[src/rtl/mips_multicycle_ctrl.sv]
// Control unit for the multicycle MIPS processor.
// A Moore FSM steps each instruction through fetch, decode, execute, memory and
// writeback over the shared ALU and unified memory. A combinational ALU decoder
// turns ALUOp/funct into alucontrol, and the PC enable combines the FSM
// write/branch strobes with the datapath zero flag.
//
// Ports:
//   clk, reset        clock; asynchronous active-high reset (state -> FETCH)
//   op, funct         instruction opcode and function fields from the IR
//   zero              ALU zero flag, used only in the branch states
//   iord .. pcsrc     datapath mux selects and write strobes (Moore outputs)
//   alucontrol        ALU operation: 000 and, 001 or, 010 add, 110 sub, 111 slt
//   pcen              PC register enable
//   instr_done        one-cycle pulse in the final state of each instruction
module mips_multicycle_ctrl (
  input  logic       clk,
  input  logic       reset,
  input  logic [5:0] op,
  input  logic [5:0] funct,
  input  logic       zero,
  output logic       iord,
  output logic       memwrite,
  output logic       irwrite,
  output logic       regdst,
  output logic       memtoreg,
  output logic       regwrite,
  output logic       alusrca,
  output logic [1:0] alusrcb,
  output logic       zeroext,
  output logic [1:0] pcsrc,
  output logic [2:0] alucontrol,
  output logic       pcen,
  output logic       instr_done
);

  localparam logic [5:0] OP_R    = 6'b000000;
  localparam logic [5:0] OP_LW   = 6'b100011;
  localparam logic [5:0] OP_SW   = 6'b101011;
  localparam logic [5:0] OP_BEQ  = 6'b000100;
  localparam logic [5:0] OP_BNE  = 6'b000101;
  localparam logic [5:0] OP_ADDI = 6'b001000;
  localparam logic [5:0] OP_ORI  = 6'b001101;
  localparam logic [5:0] OP_J    = 6'b000010;

  typedef enum logic [3:0] {
    S_FETCH   = 4'd0,
    S_DECODE  = 4'd1,
    S_MEMADR  = 4'd2,
    S_MEMRD   = 4'd3,
    S_MEMWB   = 4'd4,
    S_MEMWR   = 4'd5,
    S_EXECUTE = 4'd6,
    S_ALUWB   = 4'd7,
    S_BEQ     = 4'd8,
    S_BNE     = 4'd9,
    S_ADDIEX  = 4'd10,
    S_ORIEX   = 4'd11,
    S_IMMWB   = 4'd12,
    S_JUMP    = 4'd13
  } state_t;

  state_t     state, next_state;
  logic [1:0] aluop;
  logic       pcwrite, branch, branchne;

  always_ff @(posedge clk or posedge reset) begin
    if (reset) state <= S_FETCH;
    else       state <= next_state;
  end

  always_comb begin
    next_state = S_FETCH;
    iord       = 1'b0;
    memwrite   = 1'b0;
    irwrite    = 1'b0;
    regdst     = 1'b0;
    memtoreg   = 1'b0;
    regwrite   = 1'b0;
    alusrca    = 1'b0;
    alusrcb    = 2'b00;
    zeroext    = 1'b0;
    pcsrc      = 2'b00;
    aluop      = 2'b00;
    pcwrite    = 1'b0;
    branch     = 1'b0;
    branchne   = 1'b0;
    instr_done = 1'b0;
    case (state)
      S_FETCH: begin
        irwrite    = 1'b1;
        alusrcb    = 2'b01;
        pcwrite    = 1'b1;
        next_state = S_DECODE;
      end
      S_DECODE: begin
        // Branch target is computed here while the opcode is decoded.
        alusrcb = 2'b11;
        case (op)
          OP_LW, OP_SW: next_state = S_MEMADR;
          OP_R:         next_state = S_EXECUTE;
          OP_BEQ:       next_state = S_BEQ;
          OP_BNE:       next_state = S_BNE;
          OP_ADDI:      next_state = S_ADDIEX;
          OP_ORI:       next_state = S_ORIEX;
          OP_J:         next_state = S_JUMP;
          default: begin
            // Illegal opcode retires as a NOP.
            next_state = S_FETCH;
            instr_done = 1'b1;
          end
        endcase
      end
      S_MEMADR: begin
        alusrca    = 1'b1;
        alusrcb    = 2'b10;
        next_state = (op == OP_LW) ? S_MEMRD : S_MEMWR;
      end
      S_MEMRD: begin
        iord       = 1'b1;
        next_state = S_MEMWB;
      end
      S_MEMWB: begin
        memtoreg   = 1'b1;
        regwrite   = 1'b1;
        instr_done = 1'b1;
      end
      S_MEMWR: begin
        iord       = 1'b1;
        memwrite   = 1'b1;
        instr_done = 1'b1;
      end
      S_EXECUTE: begin
        alusrca    = 1'b1;
        aluop      = 2'b10;
        next_state = S_ALUWB;
      end
      S_ALUWB: begin
        regdst     = 1'b1;
        regwrite   = 1'b1;
        instr_done = 1'b1;
      end
      S_BEQ, S_BNE: begin
        alusrca    = 1'b1;
        aluop      = 2'b01;
        pcsrc      = 2'b01;
        branch     = (state == S_BEQ);
        branchne   = (state == S_BNE);
        instr_done = 1'b1;
      end
      S_ADDIEX: begin
        alusrca    = 1'b1;
        alusrcb    = 2'b10;
        next_state = S_IMMWB;
      end
      S_ORIEX: begin
        alusrca    = 1'b1;
        alusrcb    = 2'b10;
        zeroext    = 1'b1;
        aluop      = 2'b11;
        next_state = S_IMMWB;
      end
      S_IMMWB: begin
        regwrite   = 1'b1;
        instr_done = 1'b1;
      end
      S_JUMP: begin
        pcsrc      = 2'b10;
        pcwrite    = 1'b1;
        instr_done = 1'b1;
      end
      default: next_state = S_FETCH;
    endcase
  end

  always_comb begin
    alucontrol = 3'b010;
    case (aluop)
      2'b01: alucontrol = 3'b110;
      2'b11: alucontrol = 3'b001;
      2'b10: begin
        case (funct)
          6'b100010: alucontrol = 3'b110;
          6'b100100: alucontrol = 3'b000;
          6'b100101: alucontrol = 3'b001;
          6'b101010: alucontrol = 3'b111;
          default:   alucontrol = 3'b010; // add, and unknown functs
        endcase
      end
      default: alucontrol = 3'b010;
    endcase
  end

  assign pcen = pcwrite | (branch & zero) | (branchne & ~zero);

endmodule
[config.mk]
export PLATFORM = sky130hd
export DESIGN_NAME = mips_multicycle_ctrl
export DESIGN_NICKNAME = d
export VERILOG_FILES = /design/src/rtl/mips_multicycle_ctrl.sv
export SDC_FILE = /design/constraint.sdc
export NUM_CORES = 1
export LEC_CHECK = 0
export ABC_AREA = 1
export CORE_MARGIN = 1.5
export CORE_UTILIZATION = 40
export CTS_CLUSTER_DIAMETER = 50
export DETAILED_ROUTE_END_ITERATION = 7
export GPL_ROUTABILITY_DRIVEN = 0
export PLACE_DENSITY = 0.94
export SYNTH_ARGS = -nofsm -noshare
export SYNTH_HDL_FRONTEND = slang
export SYNTH_SLANG_ARGS = --single-unit
[constraint.sdc]
create_clock -name clk -period 3 [get_ports clk]
set_input_delay 0.9 -clock clk [delete_from_list [all_inputs] [get_ports clk]]
set_output_delay 0.9 -clock clk [all_outputs]
set_load 0.05 [all_outputs]
Word-level counts from Yosys, hierarchy flattened
Index checks and enable logic that the tools add are counted.
{"block": "classes", "n_addsub": 0, "n_mul": 0, "div_mod_pow": 0, "n_lt_le_gt_ge": 0, "eq_ne": 27, "shift": 0, "muxes": 21, "bitwise_logic": 5, "reduce_logical": 12}
{"cell": "$eq A6 B6 Y1 const B", "n": 6}
{"cell": "$pmux W4 S7", "n": 1}
{"cell": "$eq A4 B4 Y1 const B", "n": 6}
{"cell": "$pmux W4 S6", "n": 1}
{"cell": "$eq A4 B3 Y1 const B", "n": 4}
{"cell": "$eq A6 B3 Y1 const B", "n": 2}
{"cell": "$eq A6 B4 Y1 const B", "n": 2}
{"cell": "$mux W1", "n": 12}
{"cell": "$pmux W2 S3", "n": 2}
{"cell": "$pmux W3 S4", "n": 1}
{"cell": "$reduce_or A2 Y1", "n": 5}
{"cell": "$pmux W3 S3", "n": 1}
{"cell": "$eq A4 B2 Y1 const B", "n": 2}
{"cell": "$reduce_or A8 Y1", "n": 1}
{"cell": "$reduce_or A7 Y1", "n": 1}
{"cell": "$eq A6 B2 Y1 const B", "n": 1}
{"cell": "$logic_not A6 Y1", "n": 1}
{"cell": "$reduce_or A3 Y1", "n": 2}
{"cell": "$reduce_or A6 Y1", "n": 1}
{"cell": "$eq A2 B2 Y1 const B", "n": 2}
{"cell": "$eq A4 B1 Y1 const B", "n": 1}
{"cell": "$logic_not A4 Y1", "n": 1}
{"cell": "$pmux W2 S2", "n": 1}
{"cell": "$mux W3", "n": 1}
{"cell": "other kinds (5)", "n": 7}
{"block": "word_totals", "reg_bits": 4, "latch_bits": 0, "ramBits": 0, "romBits": 0, "input_bits": 15, "wordCells": 66, "mem_count": 0}

Longest topological paths before layout
{"block": "depth", "depth_word": 6, "depth_mapped": 8, "depth_no_buf": 8}

Worst setup path after synthesis
OpenSTA, ideal clock, no wires.
{"block": "synth_timing", "path_type": "register -> output", "start": "register state[1]", "end": "output port pcen", "arrival_time_ps": 2285, "t_required_ps": 2100, "path_slack_ps": -185, "path_stages_with_launch": 6, "path_buffers": 0, "path_cell_list": "dfrtp_1 -> inv_2 -> nand2_2 -> nor3_1 -> nor2_1 -> o21ai_1"}
{"block": "synth_via", "elab_chain_cells": 6, "elab_cells_between_ends": 13}
{"element": "start, declared", "line": "62", "rtl": "state_t state, next_state;"}
{"element": "start signal, assigned", "line": "68", "rtl": "else state <= next_state;"}
{"element": "$eq A4 B4 Y1, on equally long branches", "line": "88, 146, 147"}
{"element": "$reduce_or A2 Y1"}
{"element": "$mux W1", "line": "88", "rtl": "case (state)"}
{"element": "$and A1 B1 Y1", "line": "193", "rtl": "assign pcen = pcwrite | (branch & zero) | (branchne & ~zero);"}
{"element": "$or A1 B1 Y1", "line": "193"}
{"element": "$or A1 B1 Y1 (*)", "line": "193"}
{"element": "end, declared", "line": "32", "rtl": "output logic pcen,"}
Mark *: on every way between the ends. The rest lies on a longest branch, timed or not.

Worst setup path in the final report
{"block": "layout_timing", "start": "input port op[2]", "end": "output port instr_done"}
{"block": "layout_via", "elab_chain_cells": 4, "elab_cells_between_ends": 11}
{"element": "start, declared", "line": "18", "rtl": "input logic [5:0] op,"}
{"element": "$eq A6 B6 Y1, or another cell as far along", "line": "98", "rtl": "case (op)"}
{"element": "$reduce_or A8 Y1 (no source line) (*)"}
{"element": "$mux W1 (*)", "line": "98"}
{"element": "$pmux W1 S2 (*)", "line": "88"}
{"element": "end, declared", "line": "33", "rtl": "output logic instr_done"}
Marks and branches as above.

==> run metrics <==
status=complete, no violations; CTS root buf=clkbuf_4; hpwl dp=1480 um; Final Non-Filler Cells=165; Synth cell types=19; Initial Util=43.1%; Setup Buffers After CTS=0; Startpoint Class=input pin; top cell type's share of synthesized area=17.6%; first-pass GRT wire length=2500 um; Seq. cell area=100 um2; WP data required=2.10 ns; # nets final=167; IO Pins=32; I/O Buffers=31; Horiz. Die Dim=40.7 um; syn_area_per_cell=5.31 um2; Worst-path clk slew=0.04 ns; Max Freq=348 MHz; Post-Syn Instances=107; First DRT Iteration DRCs=24; crit end category=output pin; PD cells=571 mW/mm2; Total Power=0.608 mW; clock buffer depth=2; synthesis warning total=0; critical path buffer and inverter count=3; final hold violation count=0; Leak=0.575 nW; total iterations of the first detailed-routing run=4; async set or reset register ratio after synthesis=100%; number of flops mapped to enable cells by yosys=0; crit path max fanout=4; drt via density=5.12; worst IR drop on VDD=0.000366 V; footprint of the multi-input gates=424 um2; critical path, cell by cell=dlygate4sd2_1 > inv_1 > nor2_2 > nand3_1 > nand2_1 > nor2_2 > nand3_1 > nand2_2 > buf_12; Mapped Area=568 um2; Die ar.=0.00166 mm2; CP arrival=1.97 ns; number of global-route vias before repair=649; cts bufs inserted=3; final wirelength=1960 um; worst hold path type=reg -> reg; height of the die=40.7 um; CTS Hold Bufs=0; Ant. Diodes=0; top cells by count, synth=nand2_1, inv_1, nor2_1; RSZ-0062 raised after global routing=no; Tcrit/Tclk final=95.8%; antenna-violating nets left=0; Max stage delay on crit path=0.27 ns; Total Routing Usage GR=22.4%; min Tclk post-route=2.87 ns; filler instances=105; Wirelength per Cell=11.9 um; final setup vio count=0; Synth Register Bits=4; dpl cells=162; total gr overflow=0; max reg flops=4; skew final=0.00272 ns; slowest CP cell=dlygate4sd2_1; Area Growth Syn to Fin=87.7%; vias=844; Top Registers=state: 4 flops; synth top area cells=dfrtp_1, nand2_1, inv_1; count leader, synth=nand2_1; Synth area leader=dfrtp_1; clock latency on the worst-skew pair=0.22 ns; Largest delay share family, worst path=simple AND/OR/NAND/NOR gates; CTS tree=done; Worst-Margin Slew=0.504 ns; Clock Sinks=4; largest net degree at the start of global routing=8; Worst slew margin=66.3%; # rows=13; core area=0.00132 mm2; Slew Limit Fails=0; ys flop type=dfrtp_1; sequential-to-total area share from yosys stat=17.6%; number of antenna violations at the first check in global routing=0; max cap viols=0; share of layout cells above drive strength 1=28.0%; crit path kind=in -> out; Syn Nets=122; maximum level of the CTS H-tree=1; Biggest register=state; DRC=0
## what timing repair did
| item | in CTS | in global routing |
|---|---|---|
| gates resized for setup | 15 | 9 |
| pin swaps | 1 | 6 |
| endpoints found under the setup margin | 3 | 2 |
| hold endpoints to repair | 0 | 0 |
## tightest hold or removal path: stages (launching register included)
cell and delay [ns]:
dfrtp_1 0.45, inv_1 0.12, a21oi_1 0.07, nand2_1 0.06
## report_power, final
group / total [mW] / leakage [nW] / switching, mW / internal (mW)
registers: 0.0833 / 0.0532 / 0.0186 / 0.0647
clock network: 0.0625 / 0.0138 / 0.0180 / 0.0445
logic: 0.463 / 0.508 / 0.293 / 0.170
## logic make-up (layout without fill, tap and decap cells)
kind of cell | count (synthesis) | after routing | synth area share (%)
xor+xnor | 1 | 1 | 1.54
flops | 4 | 4 | 17.6
buf+inv | 22 | 65 | 14.5
compound gates | 12 | 12 | 12.3
simple gates | 68 | 68 | 54.0
## final timing paths
path                              end  slack, ns  cells after the start     start
hold reg to reg              state[0]       0.73                      3  state[0]
hold / removal               state[0]       0.73                      3  state[0]
setup / recovery           instr_done       0.13                      9     op[2]
min in group asynchronous    state[2]       0.86                      2     reset
max in group asynchronous    state[3]       2.00                      2     reset
setup reg to reg             state[2]       1.76                      5  state[2]
## cell usage in the layout (no fill, tap or decap)
| cell type | Yosys | routed |
|---|---|---|
| xnor2_1 | 1 | 1 |
| nor3_4 | 0 | 1 |
| o21ai_2 | 1 | 1 |
| a31oi_1 | 1 | 1 |
| a21oi_2 | 1 | 1 |
| inv_1 | 20 | 19 |
| nand2_1 | 23 | 21 |
| clkbuf_4 | 0 | 3 |
| buf_12 | 0 | 4 |
| dlygate4sd2_1 | 0 | 6 |
| dfrtp_1 | 4 | 4 |
| nand3_1 | 11 | 11 |
| dlymetal6s2s_1 | 0 | 6 |
| nand4_1 | 3 | 3 |
| o21ai_0 | 5 | 4 |
| nor2_1 | 20 | 15 |
| o22ai_1 | 1 | 1 |
| nand2_2 | 2 | 4 |
| a21oi_1 | 2 | 2 |
| o21ai_1 | 1 | 2 |
| nor2_4 | 1 | 2 |
| inv_2 | 2 | 3 |
| buf_4 | 0 | 12 |
| nor2_2 | 6 | 10 |
| nor3_2 | 0 | 1 |
| clkdlybuf4s50_1 | 0 | 12 |
## cell type report
type / instances / area share (%)
Multi-Input combinational cell: 81 / 39.8
Timing Repair Buffer: 40 / 39.2
Sequential cell: 4 / 9.39
Inverter: 22 / 7.75
Clock buffer: 3 / 2.11
Tap cell: 15 / 1.76
## per-layer routing
metal  up-vias  track usage [%]  part of all wire, %  routed length, um
met4         0             2.50                    0                  0
met2        41             49.6                   57               1110
met5         -                0                    0                  0
met3         0             4.89                  7.7                151
met1       377             20.1                   35                692
li1        426                -                    -                  -
## per-stage QoR
step	util (%)	setup TNS, ns	cell area [um2]	setup slack, ns	hold slack (ns)
after floorplan	-	0	573	0.135	0.633
after global placement	76.1	-0.0341	1000	-0.0341	0.704
after detailed placement	76.1	-0.205	1000	-0.110	0.719
after CTS	79.1	0	1040	0.000174	0.729
after global routing	80.9	0	1070	0.0498	0.785
final	80.9	0	1070	0.127	0.732
Power figures use the tool's default switching activity.
